==> src/rtl/adder_result_stage.sv <==
// Result stage for a wide adder: derives carry/overflow/zero/negative flags from a trusted sum
// and buffers {sum, flags} in a 2-entry in-order skid FIFO, with a saturating overflow counter.
module adder_result_stage #(
  parameter int WIDTH = 64,
  parameter int CNTW  = 16
) (
  input  logic             clk,
  input  logic             rst_n,
  input  logic             in_valid,
  output logic             in_ready,
  input  logic [WIDTH-1:0] a,
  input  logic [WIDTH-1:0] b,
  input  logic             c_in,
  input  logic [WIDTH-1:0] sum,
  output logic             out_valid,
  input  logic             out_ready,
  output logic [WIDTH-1:0] out_sum,
  output logic             out_carry,
  output logic             out_ovf,
  output logic             out_zero,
  output logic             out_neg,
  output logic [CNTW-1:0]  ovf_count,
  input  logic             ovf_clr
);

  typedef enum logic [1:0] {
    EMPTY = 2'd0,
    ONE   = 2'd1,
    FULL  = 2'd2
  } state_t;

  localparam int EW = WIDTH + 4;
  localparam logic [CNTW-1:0] CNT_MAX = '1;

  state_t state;
  state_t state_next;

  logic [EW-1:0] head;
  logic [EW-1:0] skid;
  logic [EW-1:0] entry_in;

  logic push;
  logic pop;
  logic c_msb;
  logic flag_carry;
  logic flag_ovf;
  logic flag_zero;
  logic flag_neg;
  logic load_head_in;
  logic load_head_skid;
  logic load_skid;

  // Only the MSBs of the operands matter; the sum itself is taken on trust.
  logic unused_bits;
  assign unused_bits = ^{c_in, a[WIDTH-2:0], b[WIDTH-2:0]};

  assign push = in_valid & in_ready;
  assign pop  = out_valid & out_ready;

  // Recover the carry into the MSB from the sum bit, then carry-out and overflow.
  always_comb begin
    c_msb      = a[WIDTH-1] ^ b[WIDTH-1] ^ sum[WIDTH-1];
    flag_carry = (a[WIDTH-1] & b[WIDTH-1]) | (a[WIDTH-1] & c_msb) | (b[WIDTH-1] & c_msb);
    flag_ovf   = c_msb ^ flag_carry;
    flag_zero  = (sum == '0);
    flag_neg   = sum[WIDTH-1];
    entry_in   = {sum, flag_carry, flag_ovf, flag_zero, flag_neg};
  end

  always_ff @(posedge clk or negedge rst_n) begin
    if (!rst_n) begin
      state <= EMPTY;
    end else begin
      state <= state_next;
    end
  end

  // Head register always presents the oldest entry; skid catches a push while head is stalled.
  always_comb begin
    state_next     = state;
    load_head_in   = 1'b0;
    load_head_skid = 1'b0;
    load_skid      = 1'b0;
    case (state)
      EMPTY: begin
        if (push) begin
          state_next   = ONE;
          load_head_in = 1'b1;
        end
      end
      ONE: begin
        if (push && pop) begin
          load_head_in = 1'b1;
        end else if (push) begin
          state_next = FULL;
          load_skid  = 1'b1;
        end else if (pop) begin
          state_next = EMPTY;
        end
      end
      FULL: begin
        if (pop) begin
          state_next     = ONE;
          load_head_skid = 1'b1;
        end
      end
      default: begin
        state_next = EMPTY;
      end
    endcase
  end

  always_ff @(posedge clk or negedge rst_n) begin
    if (!rst_n) begin
      head <= '0;
      skid <= '0;
    end else begin
      if (load_head_in) begin
        head <= entry_in;
      end else if (load_head_skid) begin
        head <= skid;
      end
      if (load_skid) begin
        skid <= entry_in;
      end
    end
  end

  // Clear wins over a same-cycle increment; the count sticks at all-ones.
  always_ff @(posedge clk or negedge rst_n) begin
    if (!rst_n) begin
      ovf_count <= '0;
    end else if (ovf_clr) begin
      ovf_count <= '0;
    end else if (push && flag_ovf && (ovf_count != CNT_MAX)) begin
      ovf_count <= ovf_count + 1'b1;
    end
  end

  assign in_ready  = (state != FULL);
  assign out_valid = (state != EMPTY);
  assign out_sum   = head[EW-1:4];
  assign out_carry = head[3];
  assign out_ovf   = head[2];
  assign out_zero  = head[1];
  assign out_neg   = head[0];

endmodule

==> config.mk <==
export PLATFORM = sky130hd
export DESIGN_NAME = adder_result_stage
export DESIGN_NICKNAME = d
export VERILOG_FILES = /design/src/rtl/adder_result_stage.sv
export SDC_FILE = /design/constraint.sdc
export NUM_CORES = 1
export LEC_CHECK = 0
export BUFFER_PORTS_ARGS = -buffer_cell sky130_fd_sc_hd__buf_2
export CORE_UTILIZATION = 48
export DETAILED_ROUTE_END_ITERATION = 8
export GPL_TIMING_DRIVEN = 0
export PLACE_DENSITY = 0.8
export SETUP_SLACK_MARGIN = 0.02
export SLEW_MARGIN = 20
export SYNTH_ARGS = -nofsm -noshare
export SYNTH_HDL_FRONTEND = slang
export SYNTH_SLANG_ARGS = --single-unit
==> constraint.sdc <==
create_clock -name clk -period 2.5 [get_ports clk]
set_clock_uncertainty 0.2 [all_clocks]
set_input_delay 0.5 -clock clk [delete_from_list [all_inputs] [get_ports clk]]
set_output_delay 0.5 -clock clk [all_outputs]
set_load 0.005 [all_outputs]
==> results.toml, run 1 <==
[cells_and_area]
area_growth_syn_to_layout_pct = 23.8
nFillCells = 1168
drive_gt1_share_pct = 24.6
nets = 1094
design_area_um2 = 8460
final_cell_mix = "nand2_1, buf_2, dfrtp_1"
layout_commonest_cell = "nand2_1"
antenna_cells = 0

[grt]
grt_pass1_vias = 5618
grt_pass1_wl_um = 28500
track_usage_pct = 25.5
grt_max_degree = 97
grt_overflow = 0
antenna_found_initial = 0

[run]
maxCapViolCount = 0

[power_and_ir_drop]
seq_power_share_pct = 47.0
irDropWorstVdd_v = 0.000498
power.switching_w = 0.00228
intPower_w = 0.00520
power.switching_fraction_pct = 30.4
p_per_area_nw_per_um2 = 884
p_comb_share_pct = 20.2
power_frac_clock_pct = 32.8
p_leak_nw = 4.61

[route]
antenna_left = 0
wl_um = 17800
viasPerCell = 5.47
drc = 0
routedWlPerCell_um = 16.4
drt-initial-drc-count = 458
first_pass_iters = 5
via_count = 5945

[run_status]
status = "finished clean"

[clock_network]
numCtsBuffers = 17
clkTransAtPathRegs_ns = 0.06
root_buffer = "clkbuf_16"
cts_tree = "yes"
clock_path_buffers = 2
clock_latency_ns = 0.42
numClockSinks = 152
htreeDepth = 4

[floorplan]
core_area_um2 = 13900
rows = 43
pin_count = 284
die_w_um = 121
chipHeight_um = 121
start_util_pct = 49.2
die_area_um2 = 14700

[sta]
period_needed_ns = 2.36
final-hold-violation-count = 0
fmax_mhz = 424
worstMarginPinSlew_ns = 0.664
finalCritPeriodShare_pct = 94.4
hold-worst-slack_ns = 0.0936
rsz0062_at_grt = "false"
relSlewSlack_pct = 55.3
finalMaxSlewViolations = 0
setup-violations-final = 0

[yosys]
syn_nets = 917
yosysWarnings = 0
synth_cell_types = 49
syn_avg_cell_area_um2 = 9.53
synth_cells = 717
seq_area_frac_synth_pct = 55.7
synth_area_um2 = 6830
ys_seq_elements = 152

[critical_path]
critPathMaxFanout = 10
end_kind = "flop"
start_kind = "primary input"
crit_arrival_ns = 2.47
crit_type = "in2reg"
required_ns = 2.61

[place]
portBuffers = 156
place.gp.congestion = 0.804
dp_hpwl_um = 12600
placed_area_um2 = 7880

[min_path]
hold_path_class = "in2reg"
==> worst max-delay path, cell delays in order <==
cell     delay, ns
buf_2         0.08
inv_1         0.05
fa_2          0.62
xnor2_4       0.17
nand4_1       0.21
buf_2         0.24
nor4b_2       0.25
mux2_1        0.34
==> synth_stat cells (all sizes together) <==
cell | count | share of area, %
a211oi | 2 | 0.22
a21oi | 14 | 1.0
and2 | 3 | 0.27
and3 | 3 | 0.27
and4 | 2 | 0.27
buf | 27 | 1.9
clkbuf | 14 | 0.77
dfrtp | 152 | 56
fa | 1 | 0.29
ha | 1 | 0.18
inv | 5 | 0.27
mux2 | 4 | 0.66
mux2i | 65 | 9.5
nand2 | 270 | 15
nand2b | 3 | 0.31
nand3 | 6 | 0.44
nand3b | 2 | 0.22
nand4 | 10 | 1.2
nor2 | 8 | 0.44
nor2b | 4 | 0.37
nor3 | 2 | 0.15
nor4 | 18 | 1.9
nor4b | 1 | 0.22
o211a | 1 | 0.15
o211ai | 2 | 0.22
o21a | 1 | 0.11
o21ai | 73 | 5.3
o21bai | 1 | 0.11
o22ai | 1 | 0.092
o311a | 1 | 0.15
o311ai | 1 | 0.13
o31a | 1 | 0.13
o31ai | 5 | 0.55
o41ai | 1 | 0.13
or2 | 1 | 0.092
or3 | 3 | 0.29
or4 | 7 | 0.77
xnor2 | 1 | 0.24
==> area by class of cell <==
class	instances	area, um2	share of cell area [%]
clock buffers	18	439	5.19
clock inverters	13	121	1.43
flip-flops and latches	152	3800	45.0
well taps	180	225	2.66
inverters	5	18.8	0.222
plain buffers	41	185	2.19
repair buffers	158	828	9.79
multi-input cells	519	2840	33.5
==> state kept, by name, indices dropped and copies added (netlist names) <==
signal and cells:
ovf_count 16, head 67, skid 67, state 2
==> cell families (layout without fill, tap and decap cells) <==
group / Yosys count / count (layout) / share of synthesized area [%]
and+or+nand+nor: 343 / 343 / 22.1
DFF: 152 / 152 / 55.7
adders and majority gates: 2 / 2 / 0.476
buffers and inverters: 46 / 235 / 2.99
muxes: 69 / 69 / 10.2
AOI/OAI and AO/OA: 104 / 104 / 8.35
xor gates and xnor gates: 1 / 1 / 0.238
==> timing repair <==
item / in CTS / in global routing
resized for setup: 0 / 1
hold buffers: 1 / 0
setup buffers: 0 / 0
endpoints found under the setup margin: 0 / 2
endpoints found under the hold margin: 56 / 0
==> stage by stage <==
step	instances	power, W	setup WS [ns]	util [%]	TNS [ns]
6_report	1086	0.00748	0.140	60.9	0
5_1_grt	1086	0.00790	0.0328	60.9	0
4_1_cts	1086	0.00751	0.0646	60.9	0
3_5_place_dp	1054	0.00504	-0.370	56.8	-2.39
3_3_place_gp	1053	0.00494	-1.51	56.5	-230.53
2_1_floorplan	717	0.00429	0.0278	-	0
==> layer usage <==
metal  share of wire [%]  wire, um  GRT usage [%]  vias up
met1                  47      8320           37.1     2844
met4                 2.2       398           10.5        0
met2                  43      7640           36.7      267
li1                    -         -              -     2797
met3                 8.1      1430           5.55       37
met5                   0         0              0        -
==> power groups by stage <==
stage	logic (W)	registers (W)	clock network [W]
after detailed placement	0.00150	0.00354	0
after floorplan	0.000807	0.00349	0
after global routing	0.00173	0.00359	0.00259
after CTS	0.00152	0.00351	0.00249
final	0.00151	0.00352	0.00245
after global placement	0.00143	0.00351	0
==> worst paths after layout <==
kind                                           start                        to  slack (ns)  depth (start not counted)
worst min register to register  skid[16]$_DFFE_PN0P_      skid[16]$_DFFE_PN0P_        0.27                          2
max in group asynchronous                      rst_n      head[18]$_DFFE_PN0P_        0.92                          3
worst max-delay path                           a[63]  ovf_count[9]$_DFFE_PN0P_        0.14                          8
min in group asynchronous                      rst_n      skid[58]$_DFFE_PN0P_        0.39                          2
worst min-delay path                         sum[26]      skid[30]$_DFFE_PN0P_        0.09                          3
worst max register to register  state[1]$_DFFE_PN0P_       head[2]$_DFFE_PN0P_        0.29                          6
(Power assumes the default switching activity.)
==> run 2: changes to the inputs <==
--- a/config.mk
+++ b/config.mk
@@ -10,6 +10,7 @@
 export DETAILED_ROUTE_END_ITERATION = 8
 export GPL_TIMING_DRIVEN = 0
 export PLACE_DENSITY = 0.8
+export RECOVER_POWER = 25
 export SETUP_SLACK_MARGIN = 0.02
 export SLEW_MARGIN = 20
 export SYNTH_ARGS = -nofsm -noshare
==> run 2 against run 1 <==
Net effect: worst setup slack better by 0.0036 ns; largest cell class unchanged; non-clock buffer count unchanged; combinational power about the same.
==> results.toml, run 2 (synthesis results as in run 1) <==
[cells_and_area]
layout_commonest_cell = "nand2_1"
antenna_cells = 0
design_area_um2 = 8430
reg_top3 = "head (67), skid (67), ovf_count (16)"
fin_util_pct = 60.8
drive_gt1_share_pct = 22.3
area_growth_syn_to_layout_pct = 23.4
nets = 1094
final_cell_mix = "nand2_1, buf_2, dfrtp_1"

[critical_path]
reg2reg_setup_slack_ns = 0.27
worstSetupStartpoint = "a[63]"
crit_arrival_ns = 2.46
rr_startpoint = "state[1]$_DFFE_PN0P_"
critPathMaxFanout = 10
required_ns = 2.61
r2r_cells = 6
end_kind = "flop"
crit_type = "in2reg"
reg2reg_to = "head[2]$_DFFE_PN0P_"
start_kind = "primary input"

[power_and_ir_drop]
total_power_w = 0.00746
irDropWorstVdd_v = 0.000499
p_per_area_nw_per_um2 = 885
p_leak_nw = 4.55

[sta]
finalCritPeriodShare_pct = 94.3
relSlewSlack_pct = 55.9
worstMarginPinSlew_ns = 0.655
final-hold-violation-count = 0
hold-worst-slack_ns = 0.0952
finalMaxSlewViolations = 0
fmax_mhz = 424
fin_tns_setup_ns = 0
rsz0062_at_grt = "false"
period_needed_ns = 2.36
setup-violations-final = 0

[floorplan]
rows = 43
start_util_pct = 49.2
chipHeight_um = 121
die_area_um2 = 14700
pin_count = 284
core_area_um2 = 13900
die_w_um = 121

[clock_network]
clkTransAtPathRegs_ns = 0.06
clock_latency_ns = 0.42
numCtsBuffers = 17
cts_tree = "yes"
postCtsSetupBuffers = 0
clock_path_buffers = 2
root_buffer = "clkbuf_16"
htreeDepth = 4
numClockSinks = 152

[min_path]
worstHoldStart = "sum[26]"
hold_path_end = "skid[30]$_DFFE_PN0P_"
hold_path_class = "in2reg"
holdPathStages = 3

[grt]
grt_pass1_vias = 5618
grt_overflow = 0
grt_max_degree = 97
grt_pass1_wl_um = 28500
antenna_found_initial = 0
track_usage_pct = 25.5

[route]
viasPerCell = 5.45
routedWlPerCell_um = 16.5
first_pass_iters = 5
drt-initial-drc-count = 475
via_count = 5916
antenna_left = 0
wl_um = 17900
drc = 0

[place]
portBuffers = 156
dp_hpwl_um = 12600
placed_area_um2 = 7880
place.gp.congestion = 0.804

[run_status]
status = "finished clean"

[run]
maxCapViolCount = 0
-- run 2: cell types whose count changed in the layout (fill, tap and decap cells not counted) --
cell	change
buf_2	-21
clkbuf_1	+19
buf_1	+2
-- run 2: worst max-delay path: stages --
cell	delay [ns]
buf_2	0.08
inv_1	0.05
fa_2	0.62
xnor2_4	0.17
nand4_1	0.21
buf_2	0.24
nor4b_2	0.25
mux2_1	0.34
-- run 2: final cells by class --
class	instances	area, um2
Inverter	5	18.8
Clock buffer	18	439
Sequential cell	152	3800
Buffer	41	185
Multi-Input combinational cell	519	2840
Tap cell	180	225
Timing Repair Buffer	158	802
Clock inverter	13	121
Fill cell	1170	5450
-- run 2: worst max-delay path by stage --
stage	end	slack, ns	depth (start not counted)
final	ovf_count[9]$_DFFE_PN0P_	0.14	8
after global routing	ovf_count[9]$_DFFE_PN0P_	0.03	8
after CTS	ovf_count[9]$_DFFE_PN0P_	0.06	8
after detailed placement	ovf_count[9]$_DFFE_PN0P_	-0.37	8
after global placement	ovf_count[6]$_DFFE_PN0P_	-1.51	1
after floorplan	ovf_count[9]$_DFFE_PN0P_	0.03	7
-- run 2: power by group --
part	switching, W	internal [W]	leakage (nW)
combinational	0.000843	0.000646	2.36
sequential	0.000391	0.00313	1.91
clock	0.00105	0.00140	0.279
-- run 2: timing repair --
| action | 4_1_cts | 5_1_grt |
|---|---|---|
| hold endpoints to repair | 56 | 0 |
| gates resized for setup | 0 | 1 |
| hold buffers | 1 | 0 |
| setup endpoints to repair | 0 | 2 |
-- run 2: per-stage QoR --
stage                     setup slack (ns)  instances
after detailed placement            -0.370       1054
after floorplan                     0.0278        717
after global placement               -1.51       1053
after CTS                           0.0646       1086
after global routing                0.0328       1086
final                                0.144       1086
-- run 2: routing by layer --
metal / track usage (%) / up-vias / wire length [um]
li1: - / 2795 / -
met4: 10.5 / 0 / 381
met5: 0 / - / 0
met3: 5.55 / 31 / 1310
met2: 36.7 / 262 / 7740
met1: 37.1 / 2828 / 8470
==> run 3: changes to the inputs <==
--- a/config.mk
+++ b/config.mk
@@ -8,6 +8,7 @@
 export BUFFER_PORTS_ARGS = -buffer_cell sky130_fd_sc_hd__buf_2
 export CORE_UTILIZATION = 48
 export DETAILED_ROUTE_END_ITERATION = 8
+export GPL_ROUTABILITY_DRIVEN = 0
 export GPL_TIMING_DRIVEN = 0
 export PLACE_DENSITY = 0.8
 export RECOVER_POWER = 25
==> constraint.sdc (replaced) <==
create_clock -name clk -period 2.5 [get_ports clk]
set_clock_uncertainty 0.2 [all_clocks]
set_input_delay 0.125 -clock clk [delete_from_list [all_inputs] [get_ports clk]]
set_output_delay 0.125 -clock clk [all_outputs]
set_load 0.005 [all_outputs]
==> run 3 against run 2 <==
Net effect: the flow now finishes with violations (max-capacitance violations, max-slew violations); maximum frequency is 5.6% higher; final cell count is 6.4% higher; sequential power hardly changed; register-to-register slack hardly changed; worst hold slack worse by 0.058 ns; cell area is 8.2% higher; critical endpoint is now head[48]$_DFFE_PN0P_.
==> results.toml, run 3 (synthesis results as in run 1) <==
[clock_network]
numClockSinks = 152
numCtsBuffers = 17
clkTransAtPathRegs_ns = 0.06
htreeDepth = 4
cts_resized = 0
clock_path_buffers = 2
cts_tree = "yes"
clock_latency_ns = 0.43
root_buffer = "clkbuf_16"

[cells_and_area]
fin_util_pct = 65.8
final_cell_mix = "nand2_1, dfrtp_1, buf_2"
fin_cells = 1156
nFillCells = 1060
layout_commonest_cell = "nand2_1"
area_growth_syn_to_layout_pct = 33.6
regArea_um2 = 3800
multiInputGateArea_um2 = 2820
nets = 1163
drive_gt1_share_pct = 20.3
reg_top3 = "head (67), skid (67), ovf_count (16)"

[grt]
track_usage_pct = 26.7
grt_overflow = 0
grt_max_degree = 95
antenna_found_initial = 1
grt_pass1_wl_um = 30000
grt_pass1_vias = 5879

[floorplan]
die_area_um2 = 14700
core_area_um2 = 13900
rows = 43
chipHeight_um = 121
die_w_um = 121
pin_count = 284
start_util_pct = 49.2

[power_and_ir_drop]
total_power_w = 0.00765
p_comb_share_pct = 20.6
power.switching_w = 0.00227
irDropWorstVdd_v = 0.000467
p_per_area_nw_per_um2 = 839
power.switching_fraction_pct = 29.6
seq_power_share_pct = 46.0
p_leak_nw = 4.84
intPower_w = 0.00539
power_frac_clock_pct = 33.4

[critical_path]
required_ns = 2.63
start_kind = "flop"
end_kind = "flop"
cpPeakStageDelay_ns = 0.51
crit_path_cell_trace = "nand2b_1 -> nor2_1 -> buf_2 -> buf_2 -> nand2_1 -> o21ai_0"
critPathSlowestCell = "nor2_1"
crit_arrival_ns = 2.37
crit_type = "reg2reg"
critPathMaxFanout = 10
crit_top_cell = "buf_2"

[sta]
fmax_mhz = 448
setup-violations-final = 0
period_needed_ns = 2.23
rsz0062_at_grt = "false"
worstMarginPinSlew_ns = 1.51
finalCritPeriodShare_pct = 89.3
finalWorstSetupSlack_ns = 0.268
relSlewSlack_pct = -0.532
finalMaxSlewViolations = 59
final-hold-violation-count = 0
fin_tns_setup_ns = 0

[route]
first_pass_iters = 5
antenna_left = 0
drc = 0
wl_um = 18900
routedWlPerCell_um = 16.4
drt-initial-drc-count = 550
via_count = 6287
viasPerCell = 5.44

[place]
dp_hpwl_um = 12300
dp_cells = 1054
portBuffers = 156
place_worst_setup_slack_ns = -0.0574

[run]
maxCapViolCount = 1

[run_status]
failed_checks = "max-capacitance violations, max-slew violations"
status = "complete, but fails checks"

[min_path]
hold_path_class = "in2reg"
run 3: path summary, 6_finish.rpt:
| path | depth (start not counted) | slack (ns) | startpoint | endpoint |
|---|---|---|---|---|
| setup / recovery | 6 | 0.27 | state[1]$_DFFE_PN0P_ | head[48]$_DFFE_PN0P_ |
| hold / removal | 3 | 0.04 | sum[63] | skid[3]$_DFFE_PN0P_ |
| setup reg to reg | 6 | 0.27 | state[1]$_DFFE_PN0P_ | head[48]$_DFFE_PN0P_ |
| hold reg to reg | 2 | 0.27 | skid[11]$_DFFE_PN0P_ | skid[11]$_DFFE_PN0P_ |
| max in group asynchronous | 3 | 0.58 | rst_n | ovf_count[4]$_DFFE_PN0P_ |
| min in group asynchronous | 2 | 0.41 | rst_n | head[59]$_DFFE_PN0P_ |
run 3: final cells by class:
type / instances / share of cell area, %
plain buffers: 41 / 2.03
well taps: 180 / 2.47
inverters: 5 / 0.206
clock buffers: 21 / 5.15
multi-input cells: 519 / 30.9
diodes: 1 / 0.0274
flip-flops and latches: 152 / 41.7
repair buffers: 227 / 16.2
clock inverters: 10 / 1.29
run 3: critical path: cells and delay by family (launching register included):
family	cells	cell delay, ns
and+or+nand+nor	3	0.77
AOI/OAI and AO/OA	1	0.10
DFF	1	0.44
buffers and inverters	2	0.61
run 3: power by group through the flow:
stage | registers, W | clock network, W | logic [W]
floorplan | 0.00349 | 0 | 0.000806
global placement | 0.00351 | 0 | 0.00143
detailed placement | 0.00354 | 0 | 0.00149
CTS | 0.00350 | 0.00258 | 0.00160
global route | 0.00358 | 0.00269 | 0.00179
finish | 0.00352 | 0.00256 | 0.00158
run 3: through the flow:
stage                     hold WS, ns  area [um2]
after floorplan                -0.371        6830
after global placement          0.150        7840
after detailed placement       -0.110        7880
after CTS                      0.0222        9160
after global routing           0.0318        9130
final                          0.0372        9130
run 3: layer usage:
layer / wire (um) / global-route usage (%) / vias up / share of wire [%]
li1: - / - / 2918 / -
met2: 8410 / 39.5 / 299 / 44
met4: 382 / 9.72 / 0 / 2.0
met3: 1540 / 7.24 / 34 / 8.2
met5: 0 / 0 / - / 0
met1: 8590 / 37.4 / 3036 / 45
run 3: timing repair:
item,CTS,global route
setup buffers,0,0
hold buffers,70,0
hold endpoints to repair,296,0
